`config.mk`:
```
export PLATFORM = sky130hd
export DESIGN_NAME = dmem_arbiter
export DESIGN_NICKNAME = d
export VERILOG_FILES = /design/src/rtl/dmem_arb_pkg.sv /design/src/rtl/dmem_arb_rr_pick.sv /design/src/rtl/dmem_arbiter.sv
export SDC_FILE = /design/constraint.sdc
export NUM_CORES = 1
export LEC_CHECK = 0
export ABC_AREA = 1
export BUFFER_PORTS_ARGS = -buffer_cell sky130_fd_sc_hd__buf_2
export CAP_MARGIN = 20
export CORE_AREA = 2 2 122 124
export CTS_CLUSTER_SIZE = 28
export DETAILED_ROUTE_END_ITERATION = 16
export DIE_AREA = 0 0 124 126
export GPL_TIMING_DRIVEN = 0
export PLACE_DENSITY = 0.5
export SLEW_MARGIN = 30
export SYNTH_ARGS = -nofsm -noshare
export SYNTH_HDL_FRONTEND = slang
export SYNTH_SLANG_ARGS = --single-unit
```
`constraint.sdc`:
```
create_clock -name clk_i -period 4.26 [get_ports clk_i]
set_clock_uncertainty 0.05 [all_clocks]
set_input_delay 0.426 -clock clk_i [delete_from_list [all_inputs] [get_ports clk_i]]
set_output_delay 0.426 -clock clk_i [all_outputs]
set_load 0.01 [all_outputs]
```
`src/rtl/dmem_arb_pkg.sv`:
```
// Shared types and constants for the two-master data-memory arbiter.
// State encoding, master indices and the owner write-mask gate.
package dmem_arb_pkg;

    typedef enum logic [1:0] {
        IDLE = 2'd0,
        OWN0 = 2'd1,
        OWN1 = 2'd2
    } arb_state_e;

    localparam logic M_CPU = 1'b0;
    localparam logic M_DBG = 1'b1;

    // A byte mask only reaches the memory for a live write request.
    function automatic logic [3:0] owner_wmask(input logic req, input logic we, input logic [3:0] wmask);
        return (req && we) ? wmask : 4'b0000;
    endfunction

endpackage

```
`src/rtl/dmem_arb_rr_pick.sv`:
```
// Round-robin winner selection between two requesters.
// Output is one-hot: bit 0 = CPU (M0), bit 1 = debug port (M1).
module dmem_arb_rr_pick
    import dmem_arb_pkg::*;
(
    input  logic       req0_i,
    input  logic       req1_i,
    input  logic       last_i,
    output logic [1:0] win_o
);

    // On a tie the master that was not served last wins.
    always_comb begin
        win_o = 2'b00;
        if (req0_i && req1_i) begin
            win_o = (last_i == M_CPU) ? 2'b10 : 2'b01;
        end else if (req0_i) begin
            win_o = 2'b01;
        end else if (req1_i) begin
            win_o = 2'b10;
        end
    end

endmodule

```
`src/rtl/dmem_arbiter.sv`:
```
// Shares the data-RAM port between the CPU load/store unit and the debug loader.
// Round-robin ownership with bounded locked bursts and a registered read return.
module dmem_arbiter
    import dmem_arb_pkg::*;
#(
    parameter int unsigned LOCK_MAX = 4,
    parameter int unsigned AW       = 32
) (
    input  logic          clk_i,
    input  logic          rst_n_i,

    input  logic          m0_req_i,
    input  logic          m0_we_i,
    input  logic          m0_lock_i,
    input  logic [AW-1:0] m0_addr_i,
    input  logic [31:0]   m0_wdata_i,
    input  logic [3:0]    m0_wmask_i,
    output logic          m0_gnt_o,
    output logic          m0_rvalid_o,

    input  logic          m1_req_i,
    input  logic          m1_we_i,
    input  logic          m1_lock_i,
    input  logic [AW-1:0] m1_addr_i,
    input  logic [31:0]   m1_wdata_i,
    input  logic [3:0]    m1_wmask_i,
    output logic          m1_gnt_o,
    output logic          m1_rvalid_o,

    output logic [31:0]   rdata_o,

    output logic [AW-1:0] dmem_raddr_o,
    output logic [AW-1:0] dmem_waddr_o,
    output logic [31:0]   dmem_wdata_o,
    output logic [3:0]    dmem_wmask_o,
    input  logic [31:0]   dmem_rdata_i
);

    localparam int unsigned   CW       = $clog2(LOCK_MAX) + 1;
    localparam logic [CW-1:0] CNT_LAST = CW'(LOCK_MAX - 1);

    arb_state_e    state_q, state_d;
    logic [CW-1:0] cnt_q, cnt_d;
    logic          last_q, last_d;
    logic [31:0]   rdata_q, rdata_d;
    logic          rvalid0_q, rvalid0_d;
    logic          rvalid1_q, rvalid1_d;

    logic [1:0]    win;
    logic          gnt0, gnt1;
    logic [AW-1:0] mem_addr;
    logic [31:0]   mem_wdata;
    logic [3:0]    mem_wmask;

    dmem_arb_rr_pick u_pick (
        .req0_i (m0_req_i),
        .req1_i (m1_req_i),
        .last_i (last_q),
        .win_o  (win)
    );

    // The owner drives the memory port; in IDLE everything is parked at zero.
    always_comb begin
        gnt0      = 1'b0;
        gnt1      = 1'b0;
        mem_addr  = '0;
        mem_wdata = '0;
        mem_wmask = '0;
        case (state_q)
            OWN0: begin
                gnt0      = m0_req_i;
                mem_addr  = m0_addr_i;
                mem_wdata = m0_wdata_i;
                mem_wmask = owner_wmask(m0_req_i, m0_we_i, m0_wmask_i);
            end
            OWN1: begin
                gnt1      = m1_req_i;
                mem_addr  = m1_addr_i;
                mem_wdata = m1_wdata_i;
                mem_wmask = owner_wmask(m1_req_i, m1_we_i, m1_wmask_i);
            end
            default: ;
        endcase
    end

    // A dropped request releases ownership regardless of lock.
    always_comb begin
        state_d = state_q;
        cnt_d   = '0;
        case (state_q)
            IDLE: begin
                if (win[0]) begin
                    state_d = OWN0;
                end else if (win[1]) begin
                    state_d = OWN1;
                end else begin
                    state_d = IDLE;
                end
            end
            OWN0: begin
                if (m0_req_i && m0_lock_i && (cnt_q < CNT_LAST)) begin
                    state_d = OWN0;
                    cnt_d   = cnt_q + 1'b1;
                end else if (m1_req_i) begin
                    state_d = OWN1;
                end else begin
                    state_d = IDLE;
                end
            end
            OWN1: begin
                if (m1_req_i && m1_lock_i && (cnt_q < CNT_LAST)) begin
                    state_d = OWN1;
                    cnt_d   = cnt_q + 1'b1;
                end else if (m0_req_i) begin
                    state_d = OWN0;
                end else begin
                    state_d = IDLE;
                end
            end
            default: state_d = IDLE;
        endcase
    end

    always_comb begin
        last_d = last_q;
        if (gnt0) begin
            last_d = M_CPU;
        end else if (gnt1) begin
            last_d = M_DBG;
        end
        rvalid0_d = gnt0 && !m0_we_i;
        rvalid1_d = gnt1 && !m1_we_i;
        rdata_d   = (rvalid0_d || rvalid1_d) ? dmem_rdata_i : rdata_q;
    end

    // last resets to M1 so the CPU wins the first tie after reset.
    always_ff @(posedge clk_i or negedge rst_n_i) begin
        if (!rst_n_i) begin
            state_q   <= IDLE;
            cnt_q     <= '0;
            last_q    <= M_DBG;
            rdata_q   <= '0;
            rvalid0_q <= 1'b0;
            rvalid1_q <= 1'b0;
        end else begin
            state_q   <= state_d;
            cnt_q     <= cnt_d;
            last_q    <= last_d;
            rdata_q   <= rdata_d;
            rvalid0_q <= rvalid0_d;
            rvalid1_q <= rvalid1_d;
        end
    end

    assign m0_gnt_o     = gnt0;
    assign m1_gnt_o     = gnt1;
    assign m0_rvalid_o  = rvalid0_q;
    assign m1_rvalid_o  = rvalid1_q;
    assign rdata_o      = rdata_q;
    assign dmem_raddr_o = mem_addr;
    assign dmem_waddr_o = mem_addr;
    assign dmem_wdata_o = mem_wdata;
    assign dmem_wmask_o = mem_wmask;

endmodule

```
Word level (Yosys, flattened, before mapping)
Index checks and enable logic that the tools add are counted.

Register bits: 40. Input bits: 176. Output and inout bits: 136. Logic and storage cells: 46.

Add/sub/neg operators: 1. $lt $le $gt $ge: 1. Eq/ne operators: 2. Muxes and demuxes: 22. Reductions and logical operators: 14.

Operators by type and width (number): case mux 32 bit (2 select lines) (2); two-way mux 2 bit (8); logical AND 1 bit (9); two-way mux 4 bit (2); case mux 4 bit (2 select lines) (1); two-way mux 3 bit (2); case mux 2 bit (3 select lines) (1); case mux 3 bit (2 select lines) (1); two-way mux 1 bit (5); adder 3 x 1 -> 3 bit, second input constant (1); < comparator 3 x 2 -> 1 bit, second input constant (1); == test 2 x 1 -> 1 bit, second input constant (1); == test 2 bit, second input constant (1); logical NOT 1 bit (2); logical NOT 2 bit (1); nonzero test 2 bit (1); logical OR 1 bit (1).

Depth between registers and ports, before layout
Word-level depth: 6. Mapped depth: 9.

By module
Synthesis repeated with hierarchy kept, for this count alone.

Cells, all modules: 462. Area total of the unflattened synthesis: 2954.1 um2.

By module, submodules not included: dmem_arbiter (times used 1, cells an instance 457, area each 2932.8 um2, seq. area each 1002.2 um2); dmem_arb_rr_pick (times used 1, cells an instance 5, area each 21.3 um2, seq. area each 0.0 um2).

Least setup slack after synthesis
Ideal clock, no wire load.

Path kind: register to output. Start point: reg state_q[1]. End point: out dmem_waddr_o[0]. Arrival: 1493 ps. Data required time: 3784 ps. Setup slack: 2291 ps. Cell stages (with the launch flop): 8. Buffers on the path: 3. Cells stage by stage: dfrtp_1 > inv_1 > ha_1 > buf_2 > buf_2 > nand2_1 > a21oi_1 > buf_4.

Longest elaborated chain between the ends: 2. Elaborated cells on any way between the ends: 3. Classes of those cells: eq/ne (2); mux (1).

Ends and longest elaborated chain: start: declaration (RTL line dmem_arbiter.sv:42) `arb_state_e state_q, state_d;`; start signal: assignment (RTL line dmem_arbiter.sv:146) `state_q <= state_d;`; == test 2 bit or == test 2 x 1 -> 1 bit (tied branches) (RTL line dmem_arbiter.sv:69) `case (state_q)`; case mux 32 bit (2 select lines) (*) (RTL line dmem_arbiter.sv:69); end: declaration (RTL line dmem_arbiter.sv:33) `output logic [AW-1:0] dmem_waddr_o,`.

Mark *: on every way between the ends. The rest lies on a longest branch, timed or not.

Worst setup path after layout
Start point: reg state_q[1]. End point: out dmem_waddr_o[16].

The elaborated chain is that of the path after synthesis.

==> metrics.log <==
[metrics] status: completed
[metrics] number of H-tree levels: 2
[metrics] type of destination of the critical path: output port
[metrics] CTS buffer count: 5
[metrics] post-detailed-placement half-perimeter wirelength: 10.7 mm
[metrics] kind of cell with the highest combined delay on the critical path: buffers and inverters
[metrics] width of the die: 124 µm
[metrics] final WL: 13.1 mm
[metrics] Mapped Area: 2930 µm²
[metrics] post-synthesis to final-layout area growth: 66.3%
[metrics] Non-Filler Cell Area, Final: 4880 µm²
[metrics] TritonCTS clock tree: yes
[metrics] number of instances in the synthesized netlist: 456
[metrics] initial DRC count: 159
[metrics] overall die area: 15600 µm²
[metrics] sink count of the clock tree: 40
[metrics] number of synthesized register bits: 40
[metrics] Ports: 312
[metrics] crit start category: flip-flop
[metrics] GRT Residual Overflow: 0
[metrics] register-to-register setup slack: 2.66 ns
[metrics] detail-routed net length per standard cell: 13.6 µm
[metrics] number of buffers inserted by post-CTS setup repair: 0
[metrics] top library cells by usage in the layout, fill and taps aside: 328 x buf_2, 210 x nand2_1, 70 x a21oi_1
[metrics] Core ar.: 14300 µm²
[metrics] startpoint of the worst-slack reg-to-reg timing path: state_q[1]
[metrics] area share of the leading cell type in the synthesized netlist: 33.3%
[metrics] leading area contributor after synthesis: dfrtp_1
[metrics] gp weighted congestion: 0.814
[metrics] most common library cell in the layout ignoring fill and taps: buf_2
[metrics] total number of yosys warnings: 0
[metrics] cell count along the critical path: 8
[metrics] hold buffer count at CTS: 0
[metrics] routed via count: 4024
[metrics] sequential-to-total area share from yosys stat: 34.2%
[metrics] via count of the first global-routing pass: 3801
[metrics] Worst Setup EP: dmem_waddr_o[16]
[metrics] worst slew margin relative to its limit: 65.6%
[metrics] per-instance average area after synthesis: 6.43 µm²
[metrics] first-pass GRT wire length: 19.3 mm
[metrics] standby leakage power: 2.93 nW
[metrics] count of endpoints failing hold in the final timing report: 0
[metrics] total of fill cells in the finished design: 1632
[metrics] worst min-delay path category: input pin to async pin
[metrics] Min Clock Period, post-route: 2.60 ns
[metrics] Finish-stage setup viols: 0
[metrics] setup_tns: 0 ns
[metrics] Slowest cell on crit path: dfrtp_1
[metrics] arrival time at the worst endpoint: 2.12 ns
[metrics] Max Cap Viol: 0
[metrics] area after detailed placement: 4720 µm²
[metrics] core occupancy in the finished layout: 34.1%
[metrics] number of buffer cells added on primary ports: 311
[metrics] count of distinct cell types in the synthesized netlist: 18
[metrics] Final Net Count: 955
[metrics] part of the cycle the worst path needs: 60.9%
[metrics] endpoint of the lowest-slack register-to-register path: rdata_o[10]
[metrics] cell types occupying the most area after synthesis: dfrtp_1 33%, nand2_1 27%, a21oi_1 12%, buf_4 8.2%, nand3_1 6.8%
[metrics] buffer type at the clock tree root: clkbuf_16
[metrics] Routed Antenna Nets: 0
[metrics] Remaining DRCs: 0
[metrics] Crit Path Class: flip-flop to output port
[metrics] Worst-path clk slew: 0.06 ns
[metrics] vias per inst: 4.18
[metrics] Worst-Margin Slew: 0.516 ns
[metrics] Max Buffers Root-to-Sink: 2
[metrics] vertical die dimension: 126 µm
[metrics] largest driver fanout on the critical path: 10
[metrics] Crit path required time: 3.78 ns
[metrics] effective utilization at floorplan: 20.5%
[metrics] source-to-sink clock delay at the later pin of the worst-skew pair: 0.27 ns
[metrics] number of core rows: 44
[metrics] total area of sequential cells: 1000 µm²
[metrics] sum of buffers and inverters on the critical path: 5
[metrics] synthesized netlist net count: 637
[metrics] worst setup path start: state_q[1]
[metrics] worst vdd ir: 276 µV
[metrics] path depth of the worst reg2reg path: 8
[metrics] post-cts gate resize count: 0
[metrics] number of antenna violations at the first check in global routing: 3
[metrics] share of cells above drive strength 1: 48.9%
[metrics] Max Clk Rate: 385 MHz
[metrics] overall fraction of global-route tracks in use: 15.6%
[metrics] multi-input gate area in the final layout: 1470 µm²
[metrics] Pins Over Slew Limit: 0
[metrics] Detailed Routing Iterations Pass 1: 5
[metrics] CP peak stage delay: 0.40 ns
[metrics] cells along the critical path: inv_1, ha_1, buf_2, buf_2, nand2_1, a21oi_1, buf_4, buf_2
[metrics] library cell appearing most often on the critical path: buf_2
[metrics] Power Density: 582 nW/µm²
[metrics] largest net degree at the start of global routing: 41
[metrics] setup repair after global routing missed its margin: no
==> power breakdown <==
part | total [mW] | internal [mW] | switching (mW)
Combinational | 1.84 | 0.738 | 1.10
Sequential | 0.625 | 0.538 | 0.0865
Clock | 0.373 | 0.231 | 0.142
Total | 2.84 | 1.51 | 1.33
==> flip-flops by register name (all words and copies together), names as in the netlist <==
signal	count
m1_rvalid_o	1
state_q	2
rdata_o	32
cnt_q	3
last_q	1
m0_rvalid_o	1
==> layout make-up <==
| class | instances | share of cell area (%) |
|---|---|---|
| Clock buffer | 6 | 2.85 |
| Inverter | 18 | 1.38 |
| Sequential cell | 40 | 20.5 |
| Antenna cell | 3 | 0.154 |
| Tap cell | 184 | 4.72 |
| Buffer | 62 | 8.16 |
| Timing Repair Buffer | 311 | 32.0 |
| Multi-Input combinational cell | 336 | 30.0 |
| Clock inverter | 2 | 0.205 |
==> worst min path at each step <==
stage	from	endpoint	slack (ns)	cells past startpoint
floorplan	rst_n_i	cnt_q[0]	0.08	0
global placement	cnt_q[0]	cnt_q[0]	0.43	1
detailed placement	cnt_q[0]	cnt_q[0]	0.43	1
CTS	rst_n_i	rdata_o[24]	0.26	1
global route	rst_n_i	rdata_o[27]	0.10	1
finish	rst_n_i	rdata_o[23]	0.07	1
==> kinds of logic (layout without fill, tap and decap cells) <==
group	Yosys count	in the layout	share of synthesized area (%)
AO/OA/AOI/OAI	72	72	12.4
XOR/XNOR	1	1	0.299
adder cells (fa/ha/maj)	5	5	2.13
buffers and inverters	80	399	15.9
flip-flops	40	40	34.2
other	0	3	0
AND/OR/NAND/NOR	258	258	35.2
==> routing by layer <==
layer	track usage, %	routed length, µm	up-vias
met4	4.63	176	0
met5	0	0	-
met1	19.4	5540	1780
met2	26.5	6210	187
met3	3.71	1160	12
li1	-	-	2045
==> metrics by stage <==
step,hold WS [ns],std cells,power (mW),setup WS [ns]
2_1_floorplan,0.0804,456,1.72,2.29
3_3_place_gp,0.434,951,2.51,1.89
3_5_place_dp,0.434,951,2.49,1.90
4_1_cts,0.258,959,2.88,1.59
5_1_grt,0.100,962,3.12,1.48
6_report,0.0656,962,2.84,1.66
==> cells in the mapped netlist (all sizes together) <==
| cell | count |
|---|---|
| nor2 | 5 |
| nand2 | 213 |
| clkbuf | 9 |
| o21ai | 1 |
| nand3 | 40 |
| dfrtp | 39 |
| ha | 5 |
| xnor2 | 1 |
| o211ai | 1 |
| buf | 53 |
| inv | 18 |
| a21oi | 70 |
| dfstp | 1 |
(Power assumes the default switching activity.)
